==> config.mk <==
export PLATFORM = sky130hd
export DESIGN_NAME = muldiv_unit
export DESIGN_NICKNAME = d
export VERILOG_FILES = /design/src/rtl/muldiv_unit.sv
export SDC_FILE = /design/constraint.sdc
export NUM_CORES = 1
export LEC_CHECK = 0
export CAP_MARGIN = 40
export CORE_MARGIN = 5
export CORE_UTILIZATION = 35
export CTS_BUF_LIST = sky130_fd_sc_hd__clkbuf_4 sky130_fd_sc_hd__clkbuf_8 sky130_fd_sc_hd__clkbuf_16
export DETAILED_ROUTE_END_ITERATION = 8
export REMOVE_ABC_BUFFERS = 1
export SYNTH_ARGS = -nofsm -noshare
export SYNTH_HDL_FRONTEND = slang
export SYNTH_SLANG_ARGS = --single-unit
export TNS_END_PERCENT = 30
==> constraint.sdc <==
create_clock -name clk -period 3.61 [get_ports clk]
set_input_delay 0.9025 -clock clk [delete_from_list [all_inputs] [get_ports clk]]
set_output_delay 0.9025 -clock clk [all_outputs]
set_load 0.01 [all_outputs]
==> src/rtl/muldiv_unit.sv <==
// rtl/muldiv_unit.sv - iterative multiply/divide unit with HI/LO result registers
//
// Purpose: multi-cycle MULT/MULTU/DIV/DIVU beside the execute-stage ALU.
//   A start in IDLE captures op/a/b. One setup cycle converts operands to
//   magnitudes (or resolves a zero divisor). WIDTH shift-add or restoring
//   shift-subtract steps follow. In the signed build, a FIX cycle then
//   applies the recorded result signs.
// Macro: MULDIV_SIGNED_EN - when defined, ops 00/10 are signed and the FIX
//   state plus negation logic exist; when undefined, op[0] is ignored,
//   all ops are unsigned and RUN goes straight to DONE.
// Ports:
//   clk, rst_n        - clock, asynchronous active-low reset
//   start, op, a, b   - request (sampled in IDLE), op select, operands
//   busy, done        - busy from the cycle after acceptance through done;
//                       done is a one-cycle completion pulse
//   hi, lo            - product[2W-1:W]/[W-1:0] or remainder/quotient
//   div_by_zero       - set with done when a divide had a zero divisor
module muldiv_unit #(
    parameter int WIDTH = 32
) (
    input  logic             clk,
    input  logic             rst_n,
    input  logic             start,
    input  logic [1:0]       op,
    input  logic [WIDTH-1:0] a,
    input  logic [WIDTH-1:0] b,
    output logic             busy,
    output logic             done,
    output logic [WIDTH-1:0] hi,
    output logic [WIDTH-1:0] lo,
    output logic             div_by_zero
);
    localparam int CW = $clog2(WIDTH);
    localparam logic [1:0] S_IDLE = 2'd0, S_RUN = 2'd1, S_FIX = 2'd2, S_DONE = 2'd3;

    logic [1:0]         state_q, state_d;
    logic [CW-1:0]      cnt_q, cnt_d;
    logic               setup_q, setup_d;
    logic               div_q, div_d;
    logic [WIDTH-1:0]   a_q, a_d;
    logic [WIDTH-1:0]   b_q, b_d;       // raw b, then multiplicand or divisor magnitude
    logic [2*WIDTH-1:0] acc_q, acc_d;
    logic [WIDTH-1:0]   hi_q, hi_d, lo_q, lo_d;
    logic               dbz_q, dbz_d, busy_q, busy_d, done_q, done_d;

    logic [WIDTH:0]     rem, diff, sum;
    logic [WIDTH-1:0]   a_mag, b_mag;

`ifdef MULDIV_SIGNED_EN
    logic sgn_q, sgn_d, neg_lo_q, neg_lo_d, neg_hi_q, neg_hi_d;
`else
    logic op0_unused;
    assign op0_unused = op[0];
`endif

    // state register and all datapath flops
    always_ff @(posedge clk or negedge rst_n) begin
        if (!rst_n) begin
            state_q  <= S_IDLE;
            cnt_q    <= '0;
            setup_q  <= 1'b0;
            div_q    <= 1'b0;
            a_q      <= '0;
            b_q      <= '0;
            acc_q    <= '0;
            hi_q     <= '0;
            lo_q     <= '0;
            dbz_q    <= 1'b0;
            busy_q   <= 1'b0;
            done_q   <= 1'b0;
`ifdef MULDIV_SIGNED_EN
            sgn_q    <= 1'b0;
            neg_lo_q <= 1'b0;
            neg_hi_q <= 1'b0;
`endif
        end else begin
            state_q  <= state_d;
            cnt_q    <= cnt_d;
            setup_q  <= setup_d;
            div_q    <= div_d;
            a_q      <= a_d;
            b_q      <= b_d;
            acc_q    <= acc_d;
            hi_q     <= hi_d;
            lo_q     <= lo_d;
            dbz_q    <= dbz_d;
            busy_q   <= busy_d;
            done_q   <= done_d;
`ifdef MULDIV_SIGNED_EN
            sgn_q    <= sgn_d;
            neg_lo_q <= neg_lo_d;
            neg_hi_q <= neg_hi_d;
`endif
        end
    end

    // next-state logic
    always_comb begin
        state_d = state_q;
        case (state_q)
            S_IDLE: if (start) state_d = S_RUN;
            S_RUN: begin
                if (setup_q) begin
                    if (div_q && (b_q == '0)) state_d = S_DONE;
                end else if (cnt_q == '0) begin
`ifdef MULDIV_SIGNED_EN
                    state_d = S_FIX;
`else
                    state_d = S_DONE;
`endif
                end
            end
            S_FIX:   state_d = S_DONE;
            default: state_d = S_IDLE;
        endcase
    end

    // datapath and registered outputs
    always_comb begin
        cnt_d    = cnt_q;
        setup_d  = setup_q;
        div_d    = div_q;
        a_d      = a_q;
        b_d      = b_q;
        acc_d    = acc_q;
        hi_d     = hi_q;
        lo_d     = lo_q;
        dbz_d    = dbz_q;
        rem      = {acc_q[2*WIDTH-1:WIDTH], acc_q[WIDTH-1]};
        diff     = rem - {1'b0, b_q};
        sum      = {1'b0, acc_q[2*WIDTH-1:WIDTH]} + (acc_q[0] ? {1'b0, b_q} : '0);
`ifdef MULDIV_SIGNED_EN
        sgn_d    = sgn_q;
        neg_lo_d = neg_lo_q;
        neg_hi_d = neg_hi_q;
        a_mag    = (sgn_q && a_q[WIDTH-1]) ? -a_q : a_q;
        b_mag    = (sgn_q && b_q[WIDTH-1]) ? -b_q : b_q;
`else
        a_mag    = a_q;
        b_mag    = b_q;
`endif
        busy_d   = (state_d != S_IDLE);
        done_d   = (state_d == S_DONE);

        case (state_q)
            S_IDLE: begin
                if (start) begin
                    div_d   = op[1];
                    a_d     = a;
                    b_d     = b;
                    cnt_d   = CW'(WIDTH - 1);
                    setup_d = 1'b1;
`ifdef MULDIV_SIGNED_EN
                    sgn_d   = ~op[0];
`endif
                end
            end
            S_RUN: begin
                if (setup_q) begin
                    setup_d = 1'b0;
                    if (state_d == S_DONE) begin
                        // zero divisor: dividend passes through unchanged
                        hi_d  = a_q;
                        lo_d  = '1;
                        dbz_d = 1'b1;
                    end else if (div_q) begin
                        acc_d = {{WIDTH{1'b0}}, a_mag};
                        b_d   = b_mag;
                    end else begin
                        acc_d = {{WIDTH{1'b0}}, b_mag};
                        b_d   = a_mag;
                    end
`ifdef MULDIV_SIGNED_EN
                    neg_lo_d = sgn_q & (a_q[WIDTH-1] ^ b_q[WIDTH-1]);
                    neg_hi_d = sgn_q & a_q[WIDTH-1];
`endif
                end else begin
                    cnt_d = cnt_q - 1'b1;
                    if (div_q) begin
                        // restoring step: quotient bit enters at the bottom
                        acc_d = {(diff[WIDTH] ? rem[WIDTH-1:0] : diff[WIDTH-1:0]),
                                 acc_q[WIDTH-2:0], ~diff[WIDTH]};
                    end else begin
                        acc_d = {sum, acc_q[WIDTH-1:1]};
                    end
                    if (state_d == S_DONE) begin
                        hi_d  = acc_d[2*WIDTH-1:WIDTH];
                        lo_d  = acc_d[WIDTH-1:0];
                        dbz_d = 1'b0;
                    end
                end
            end
`ifdef MULDIV_SIGNED_EN
            S_FIX: begin
                dbz_d = 1'b0;
                if (div_q) begin
                    lo_d = neg_lo_q ? -acc_q[WIDTH-1:0] : acc_q[WIDTH-1:0];
                    hi_d = neg_hi_q ? -acc_q[2*WIDTH-1:WIDTH] : acc_q[2*WIDTH-1:WIDTH];
                end else begin
                    {hi_d, lo_d} = neg_lo_q ? -acc_q : acc_q;
                end
            end
`endif
            default: ;
        endcase
    end

    assign busy        = busy_q;
    assign done        = done_q;
    assign hi          = hi_q;
    assign lo          = lo_q;
    assign div_by_zero = dbz_q;
endmodule
After elaboration in Yosys (flattened, before gate mapping). Index checks and enable logic that the tools add are counted.

Bitwise gates (word level): 1. Div/mod/pow operators: 0. Add/sub/neg operators: 3. Multiply operators: 0. Equality and inequality tests: 9. Shift operators: 0. Reductions and logical operators: 12. Multiplexer cells: 30. $lt $le $gt $ge: 0.

Operators with widths (count): $mux 32 (13); $mux 64 (3); $pmux 32 s2 (1); $add 32x32->33 (1); $sub 33x32->33 (1); $logic_not 32->1 (1); $ne 2x2->1 const B (6); $mux 5 (2); $pmux 5 s2 (1); $mux 2 (4); $reduce_and 2->1 (4); $pmux 2 s3 (1); $logic_not 5->1 (1); $reduce_and 5->1 (1); $sub 5x1->5 const B (1); $eq 2x2->1 const B (2); $mux 1 (4); $reduce_bool 2->1 (2); $reduce_and 3->1 (1); $eq 2x1->1 const B (1); $logic_not 2->1 (1); $pmux 1 s2 (1); $logic_and 1x1->1 (1); $not 1->1 (1).

ROM bits: 0. Latch bits: 0. Output and inout bits: 67. Register bits after elaboration: 204. Memories: 0. RAM bits: 0.

Depth between registers and ports, before layout. Gate-level depths: netlist of the first run.

Depth in word-level cells: 9. Mapped depth: 17.

Worst setup path before layout of the first run. OpenSTA, ideal clock, no wires.

Path kind: reg-to-reg. Start: register acc_q[0]. End: register acc_q[49]. Setup slack: 0.186 ns. Stages on the path, launching flop included: 16. Setup time: 0.122 ns. Arrival time: 3.302 ns. Cells stage by stage: dfrtp_1 -> clkbuf_1 -> and2_1 -> ha_1 -> inv_1 -> fa_1 -> nor2b_1 -> o2111ai_1 -> a21boi_0 -> o311ai_0 -> o21bai_1 -> inv_1 -> o21ai_0 -> xor2_1 -> or2_2 -> a32o_1.

Cells in the longest elaborated chain, start to end: 4.

Ends and longest elaborated chain: from (decl) (RTL line 42) `logic [2*WIDTH-1:0] acc_q, acc_d;`; from (signal assigned) (RTL line 65) `acc_q <= '0;`; from (signal assigned) (RTL line 83) `acc_q <= acc_d;`; $mux 32 (RTL line 131) `sum = {1'b0, acc_q[2*WIDTH-1:WIDTH]} + (acc_q[0] ? {1'b0, b_q} : '0);`; $add 32x32->33 (RTL line 131); $mux 64 (RTL line 179) `if (div_q) begin`; $mux 64 (RTL line 159) `if (setup_q) begin`.

No other way between the ends. A chain may end at the register's enable or synchronous reset.

Worst setup path after layout of the first run.
Start: register b_q[0] (netlist: b_mag[0]). End: register acc_q[55].

Cells in the longest elaborated chain, start to end: 8. Elaborated cells between the ends (all ways): 14. Classes of those cells: add/sub (2); eq/ne (2); mux (7); reduce/logical (3).

Ends and longest elaborated chain: from (decl) (RTL line 41) `logic [WIDTH-1:0] b_q, b_d;`; from (signal assigned) (RTL line 64) `b_q <= '0;`; from (signal assigned) (RTL line 82) `b_q <= b_d;`; branches (longest 8 deep; another with $sub 33x32->33).

Several ways; the timed one is not identified.

==> results of run 1 <==
## registers in the layout, summed over array words and instances, names as in the netlist
name,cells
a_mag,32
b_mag,32
acc_q,64
hi,32
busy,1
done,1
lo,32
div_q,1
cnt_q,5
div_by_zero,1
setup_q,1
state_q,2
## kinds of logic (layout without fill, tap and decap cells)
| logic type | Yosys count | after routing | share of synthesized area, % |
|---|---|---|---|
| compound gates | 412 | 412 | 19.6 |
| mux | 145 | 145 | 13.7 |
| xor+xnor | 54 | 54 | 3.40 |
| buf+inv | 156 | 379 | 4.39 |
| other cells | 0 | 1 | 0 |
| flops | 204 | 204 | 36.7 |
| fa+ha+maj | 72 | 72 | 6.58 |
| simple gates | 472 | 472 | 15.7 |
## power by group
group | internal, mW | switching (mW) | leakage, nW
registers | 3.40 | 1.16 | 2.49
clock network | 1.53 | 1.01 | 0.423
logic | 6.62 | 7.57 | 5.25
## worst max path at each step
stage	endpoint	slack (ns)	cells past startpoint
after floorplan	hi[8]	-3.12	9
after global placement	acc_q[61]	-0.07	15
after detailed placement	acc_q[61]	-0.15	15
after CTS	acc_q[61]	-0.002	15
after global routing	hi[31]	-0.06	14
final	acc_q[55]	0.03	15
## routing by layer
metal | up-vias | track usage [%] | share of wire, %
li1 | 5931 | - | -
met1 | 6197 | 28.3 | 45
met2 | 256 | 36.1 | 48
met3 | 72 | 2.93 | 3.9
met4 | 0 | 5.49 | 2.8
met5 | - | 0 | 0
## cell usage in the layout, fill, tap and decap left out, drive strengths merged, types with 37 or more instances in the layout
cell type	n
a31oi	47
nand2	219
buf	143
dfrtp	204
inv	57
o21ai	103
ha	70
nor2	80
mux2i	72
a21o	43
clkdlybuf4s50	133
clkbuf	41
a21oi	76
mux2	41
and2	37
## repair_timing
action | 4_1_cts | 5_1_grt
resized for setup | 8 | 56
setup buffers | 2 | 4
endpoints found under the setup margin | 41 | 36
cloned | 0 | 1
pin swaps | 4 | 19
## stage by stage
stage | utilization [%] | power (mW) | std cells | hold slack [ns] | setup WS, ns
5_1_grt | 45.2 | 22.9 | 2263 | 0.412 | -0.0646
2_1_floorplan | - | 12.6 | 1415 | 0.486 | -3.12
3_3_place_gp | 42.3 | 17.8 | 2211 | 0.474 | -0.0737
3_5_place_dp | 42.3 | 18.0 | 2211 | 0.477 | -0.150
4_1_cts | 44.5 | 20.8 | 2258 | 0.372 | -0.00170
6_report | 45.2 | 21.3 | 2264 | 0.359 | 0.0315
## cell usage after synthesis (5+ instances only)
cell type / number
o21bai_1: 12
or3_1: 21
xnor2_1: 28
xor2_1: 26
nand3_1: 34
clkbuf_1: 85
a31o_2: 5
o311ai_0: 5
nor2b_1: 8
inv_1: 56
buf_1: 9
or2_2: 6
mux2_2: 41
a32o_1: 6
o31ai_1: 7
ha_1: 70
nand2b_1: 5
o21a_1: 11
a31oi_1: 47
o21ai_0: 100
nand4_1: 11
nand2_1: 219
dfrtp_1: 204
and2_1: 37
mux2i_1: 72
o211ai_1: 13
and3_1: 10
a21o_1: 43
nor4_1: 11
a22o_1: 10
mux4_2: 32
a211o_1: 14
a21oi_1: 75
a211oi_1: 15
nor2_1: 79
nor3_1: 15
## layout make-up
class,count,area (um2),share of cell area [%]
clock inverter,6,62.6,0.350
antenna,1,2.50,0.0140
multi-input combinational,1155,8430,47.2
sequential,204,5110,28.6
timing repair buffer,278,2620,14.7
clock buffer,39,768,4.30
tap,525,657,3.68
inverter,56,210,1.18
==> out/results.tsv, run 1 <==
metric	value	unit
outcome	complete, no violations	
cts_buffers	25	
synth_area_leaders	dfrtp_1 37%, ha_1 6.3%, nand2_1 5.9%, mux2i_1 5.2%, mux4_2 5.2%	
clock-sinks	204	
power.leakage	8.16	nW
synth_cells	1515	
start_kind	register	
hold_path.class	input pin to async pin	
startpoint	b_mag[0]	
globalplace.congestion	0.876	
antenna_left	0	
die-area	43900	um2
endpoint_kind	register	
tightestPinTransition	0.829	ns
io_buffers	134	
cp.arrival	4.01	ns
required	4.04	ns
ys.flop_type	dfrtp_1	
ys_types	73	
grt_overflow_total	0	
r2r_cells	15	
cts_tree	built	
critPathTopFamily	compound AO/OA/AOI/OAI gates	
die_w	209	um
skew	0.0112	ns
netlist.area_leader.share	36.7	%
dpl-instance-area	16700	um2
ios	136	
core-area	39500	um2
cellPowerDensity	1190	nW/um2
vias	12500	
critical_path_class	register to register	
nets	1861	
worst-path-buf-inv	3	
nFillCells	3854	
first_pass_iters	5	
antenna_found_initial	1	
crit_path_cell_trace	buf_6, ha_4, inv_2, fa_2, a211oi_2, o21a_2, a211o_1, a211oi_2, o2111ai_2, and3_4, or2_4, buf_12, and3_4, a311o_1, a22o_1	
initial_utilization	35.2	%
slowest_stage	dfrtp_1	
relSlewSlack	44.8	%
synth_warnings	0	
reg2reg_from	b_mag[0]	
irDropWorstVdd	591	uV
drv_slew	0	
r2r-end	acc_q[55]	
drive_gt1_share	19.0	%
rows	73	
hold_buffers	0	
root_buffer	clkbuf_16	
drcViolationCount	0	
fmax	0.279	GHz
clock_path_buffers	3	
insertion_delay	0.55	ns
finalCritPeriodShare	99.1	%
slowest_delay	0.42	ns
synth_edf_count	0	
async_reset_ff_share	100	%
ff2ff_setup_slack	0.03	ns
path_max_fanout	6	
grt_max_degree	127	
dp_hpwl	34.9	mm
avgSynthCellArea	9.19	um2
viasPerCell	5.50	
syn_to_final_growth	28.4	%
grt_pass1_vias	12700	
wl_per_cell	21.1	um
grt_usage	21.1	%
synth_area_leader_cell	dfrtp_1	
htree_levels	1	
ys_ff_latch	204	
setup_violations	0	
wirelength	47.8	mm
grt_setup_unrepaired	true	
cts.clk_slew.worst_paths	0.06	ns
ys_seq_area_share	36.7	%
design_area	17900	um2
drtIter0Drc	729	
grt_pass1_wl	74.2	mm
finalCriticalPeriod	3.58	ns
finalHoldViolCount	0	
tns	0	ns
syn_area	13900	um2
dieHeight	209	um
cap_violations	0	
Power figures use the tool's default switching activity.
==> run 2, diff against run 1 <==
- CAP_MARGIN: 40 -> 25
- CORE_UTILIZATION: 35 -> 53
- CTS_CLUSTER_SIZE: not set -> 24
- PLACE_DENSITY: not set -> 0.78
==> run 2 against run 1 <==
  * Power decreased by 2.6%
  * Final area decreased by 3.4%
  * Combinational power down 3%
  * Non-clock buffer count is 22 lower
  * Register-to-register slack improved by 0.05 ns
  * Setup slack improved by 0.046 ns
  * Utilization increased by 21 points
  * Via count rose by 2.8%
  * Global-route usage grew 8.8 points
  * Sequential share of layout area increased by 1.0 points
  * Critical path type unchanged
==> out/results.tsv, run 2 (same netlist as run 1, synthesis figures left out) <==
metric	value	unit	change
outcome	complete, no violations		
viasPerCell	6.26		+14%
critical_path_class	register to register		
finalCriticalPeriod	3.53	ns	-0.0462 ns
cap_violations	0		unchanged
design_area	17300	um2	-3.4%
grt_pass1_vias	12900		+1.3%
nets	1837		-1.3%
wl_per_cell	22.0	um	+4.1%
die-area	29600	um2	-32%
syn_to_final_growth	24.0	%	
slowest_stage	dfrtp_2		
ios	136		unchanged
final_common_cell	nand2_1		
critPathTopFamily	compound AO/OA/AOI/OAI gates		
core-area	26000	um2	-34%
share_comb_of_total_power	66.4	%	-0.2 points
crit_path_cell_trace	ha_2, inv_1, fa_2, a211oi_2, o21a_1, a211o_1, a211oi_2, o2111ai_2, and3_4, nor2_4, buf_4, mux2i_1, a211oi_1, a211o_1		
fmax	0.283	GHz	+1.3%
intPower	11.2	mW	-3.4%
diodes	0		-1
grt_usage	29.9	%	+8.8 points
io_buffers	134		unchanged
nFillCells	2047		-47%
hold_buffers	0		unchanged
p_seq_share	22.2	%	+0.8 points
rows	59		-19%
cts_buffers	23		-8.0%
grt_overflow_total	0		unchanged
hold_path.class	input pin to async pin		
multi_input_area	8370	um2	-0.71%
clock-sinks	204		unchanged
grt_setup_unrepaired	true		
cp.arrival	3.92	ns	-0.09 ns
cts.clk_slew.worst_paths	0.06	ns	about the same
die_w	172	um	-18%
start_kind	register		
globalplace.congestion	1.06		+21%
wirelength	45.0	mm	-6.0%
root_buffer	clkbuf_16		
slowest_delay	0.44	ns	+0.02 ns
switching_share	46.2	%	+0.44 points
drv_slew	0		unchanged
finalHoldViolCount	0		unchanged
drive_gt1_share	17.1	%	-1.9 points
dp_hpwl	32.8	mm	-6.0%
power.leakage	7.97	nW	-2.3%
irDropWorstVdd	819	uV	+39%
final-seq-area	5110	um2	about the same
p_sw	9.58	mW	-1.7%
power_frac_clock	11.4	%	-0.5 points
power	20.7	mW	-2.6%
antenna_found_initial	0		-1
first_pass_iters	6		+1
dieHeight	172	um	-18%
drcViolationCount	0		unchanged
initial_utilization	53.6	%	+18 points
path_max_fanout	5		-1
dpl-instance-area	16300	um2	-2.4%
endpoint_kind	register		
r2r_cells	14		-1
relSlewSlack	46.5	%	+1.7 points
insertion_delay	0.51	ns	-0.04 ns
cts_tree	built		
htree_levels	1		unchanged
worst-path-buf-inv	2		-1
finalCritPeriodShare	97.8	%	-1.3 points
clock_path_buffers	3		unchanged
setup_violations	0		unchanged
skew	0.0103	ns	-0.000935 ns
largest_reg_flops	64		unchanged
top_register	acc_q		
grt_max_degree	127		unchanged
tightestPinTransition	0.803	ns	-0.0260 ns
final_cell_mix	218 x nand2_1, 199 x dfrtp_1, 133 x clkdlybuf4s50_1, 110 x buf_4, 98 x o21ai_0		
cp.depth	14		-1
cellPowerDensity	1200	nW/um2	+0.77%
required	4.00	ns	-0.04 ns
vias	12800		+2.8%
antenna_left	0		unchanged
holdWs	0.409	ns	+0.0493 ns
grt_pass1_wl	70.4	mm	-5.2%
drtIter0Drc	1176		+61%
[run 2: cell count changes in the layout (fill, tap and decap cells not counted), sizes merged]
cell / before / now
bufinv: 1 / 2
buf: 143 / 122
inv: 57 / 56
clkinv: 4 / 5
diode: 1 / 0
clkbuf: 41 / 33
[run 2: final timing paths]
kind,slack (ns),from,end
worst max register to register,0.08,b_mag[0],hi[10]
max in group asynchronous,2.33,rst_n,acc_q[19]
worst min-delay path,0.41,rst_n,hi[26]
worst min register to register,0.49,hi[28],hi[28]
min in group clk,0.49,hi[28],hi[28]
worst max-delay path,0.08,b_mag[0],hi[10]
[run 2: layer usage]
metal	track usage, %	part of all wire, %	vias to the layer above
met5	0	0	-
met4	12.9	4.5	0
met3	4.41	6.7	119
met2	50.9	48	545
met1	38.1	40	6264
li1	-	-	5874
[run 2: final cells by class]
type | instances | area share (%)
inverter | 56 | 1.22
clock buffer | 32 | 3.87
clock inverter | 7 | 0.493
sequential | 204 | 29.6
multi-input combinational | 1155 | 48.5
timing repair buffer | 256 | 13.9
tap | 335 | 2.43
[run 2: timing repair]
item / 4_1_cts / 5_1_grt
setup endpoints to repair: 34 / 57
pin swaps: 4 / 10
resized for setup: 5 / 36
buffers inserted: 2 / 3
cloned: 0 / 0
hold endpoints to repair: 0 / 0
[run 2: metrics by stage]
| stage | setup TNS, ns | util [%] | setup slack, ns | cells |
|---|---|---|---|---|
| final | 0 | 66.5 | 0.0776 | 2045 |
| after global routing | -0.0627 | 66.5 | -0.0310 | 2045 |
| after CTS | -0.0154 | 65.8 | -0.00952 | 2042 |
| after detailed placement | -1.36 | 62.8 | -0.139 | 2001 |
| after global placement | -0.0438 | 62.8 | -0.0259 | 2001 |
| after floorplan | -369.78 | - | -3.12 | 1415 |
[run 2: power by group through the flow]
stage                     logic, mW  registers, mW  clock network (mW)
after CTS                      13.3           4.57                2.37
final                          13.8           4.61                2.36
after detailed placement       13.1           4.58                   0
after global placement         12.9           4.55                   0
after global routing           14.9           4.70                2.47
after floorplan                8.04           4.58                   0
==> run 3, diff against run 2 <==
- CORE_UTILIZATION: 53 -> 63
- PLACE_DENSITY: 0.78 -> 0.87
- clock period: 3.61 -> 4.6 ns (I/O delays scaled with it)
==> run 3 against run 2 <==
  * First-iteration DRC count grew 0.94%
  * Clock power down 19%
  * Die area down 15%
  * Highest routed layer unchanged
  * Critical endpoint is now acc_q[63]
  * Via count is 0.73% higher
  * Utilization grew 8.4 points
  * Count of clock-buffer cells in the layout unchanged
  * Global-route usage grew 5.3 points
  * Flip-flop and latch count unchanged
  * Maximum frequency shrank 16%
  * Non-clock buffer count down 93
  * Critical path type unchanged
==> out/results.tsv, run 3 (same netlist as run 1, synthesis figures left out) <==
metric	value	unit	change
outcome	complete, no violations		
drcViolationCount	0		unchanged
antenna_found_initial	0		unchanged
wirelength	44.5	mm	-1.2%
slowest_delay	0.77	ns	+0.33 ns
start_kind	register		
syn_to_final_growth	17.3	%	
dp.cells	1857		-7.2%
final_common_cell	nand2_1		
grt_setup_unrepaired	false		
ios	136		unchanged
globalplace.congestion	0.966		-8.7%
power	15.3	mW	-26%
setup_violations	0		unchanged
skew	0.00958	ns	-0.000702 ns
finalCritPeriodShare	91.1	%	-6.7 points
cpMostUsedCell	inv_1		
post-cts-setup-buffer-count	0		-2
cts_tree	built		
tightestPinTransition	0.943	ns	+0.141 ns
grt_pass1_vias	12900		+0.26%
vias	12900		+0.73%
slowest_stage	o311ai_0		
root_buffer	clkbuf_16		
cts_buffers	22		-4.3%
finalHoldViolCount	0		unchanged
grt_overflow_total	0		unchanged
wl_per_cell	23.4	um	+6.5%
die-area	25200	um2	-15%
worst-path-buf-inv	3		+1
grt_pass1_wl	70.2	mm	-0.28%
pre_cts_ws	0.557	ns	+0.697 ns
path_max_fanout	18		+13
drive_gt1_share	10.7	%	-6.4 points
irDropWorstVdd	483	uV	-41%
endpoint_kind	register		
nets	1743		-5.1%
initial_utilization	63.8	%	+10 points
cp.arrival	4.54	ns	+0.62 ns
relSlewSlack	37.0	%	-9.5 points
die_w	159	um	-7.8%
finalCriticalPeriod	4.19	ns	+0.659 ns
dp_hpwl	31.1	mm	-5.0%
insertion_delay	0.52	ns	about the same
largest_reg_flops	64		unchanged
io_buffers	134		unchanged
antenna_left	0		unchanged
clock_path_buffers	3		unchanged
htree_levels	1		unchanged
critPathTopFamily	compound AO/OA/AOI/OAI gates		
first_pass_iters	5		-1
holdWs	0.508	ns	+0.0993 ns
hold_path.class	register to register		
critical_path_class	register to register		
power.leakage	7.50	nW	-6.0%
instances_no_fill	1898		-7.2%
hold_buffers	0		unchanged
clock-sinks	204		unchanged
required	4.95	ns	+0.95 ns
grt_usage	35.2	%	+5.3 points
final_cell_mix	218 x nand2_1, 202 x dfrtp_1, 133 x clkdlybuf4s50_1, 100 x o21ai_0, 79 x nor2_1		
drv_slew	0		unchanged
cts_resized	0		-5
cap_violations	0		unchanged
setup_ws	0.409	ns	+0.331 ns
cts.clk_slew.worst_paths	0.06	ns	about the same
diodes	0		unchanged
rows	54		-8.5%
core-area	21800	um2	-16%
top_register	acc_q		
cellPowerDensity	938	nW/um2	-22%
viasPerCell	6.79		+8.5%
dieHeight	159	um	-7.8%
crit_path_cell_trace	inv_1, ha_1, inv_1, fa_1, a211oi_1, o21a_1, a211o_1, a211oi_2, o2111ai_1, and3_4, nor2_4, buf_4, o311ai_0, o22ai_1		
grt_max_degree	101		-20%
fmax	0.239	GHz	-16%
drtIter0Drc	1187		+0.94%
## run 3: cell types whose count changed in the layout (fill, tap and decap cells not counted), sizes merged
cell      previous run  this run
clkinv               5         2
clkinvlp             0         3
buf                122        29
inv                 56        57
## run 3: final cells by class
| type | count | area, um2 |
|---|---|---|
| clock inverter | 8 | 105 |
| timing repair buffer | 163 | 1650 |
| multi-input combinational | 1155 | 8220 |
| sequential | 204 | 5110 |
| tap | 280 | 350 |
| fill | 1557 | 5500 |
| inverter | 56 | 210 |
| clock buffer | 32 | 674 |
## run 3: routing by layer
metal  vias to the layer above  GRT usage [%]  wire length (um)
li1                       5689              -                 -
met1                      6248           44.3             16600
met2                       769           58.7             21200
met3                       190           6.12              4070
met4                         0           17.4              2560
met5                         -              0                 0
## run 3: power by group
part	switching, mW	total [mW]	internal [mW]	leakage (nW)
sequential	1.11	3.78	2.66	2.49
clock	0.780	1.92	1.14	0.379
combinational	5.44	9.62	4.18	4.63
total	7.33	15.3	7.98	7.50
## run 3: path summary, 6_finish.rpt
check	startpoint	end	slack, ns	cells after the start
worst max-delay path	acc_q[31]	acc_q[63]	0.41	14
worst min-delay path	hi[12]	hi[12]	0.51	1
worst max register to register	acc_q[31]	acc_q[63]	0.41	14
worst min register to register	hi[12]	hi[12]	0.51	1
max in group asynchronous	rst_n	a_mag[4]	3.03	2
min in group asynchronous	rst_n	acc_q[58]	0.70	1
## run 3: through the flow
stage	util (%)	TNS, ns	cell area, um2
after floorplan	-	-207.95	13500
after global placement	71.0	0	15500
after detailed placement	71.1	0	15500
after CTS	74.7	0	16300
after global routing	74.8	0	16300
final	74.8	0	16300
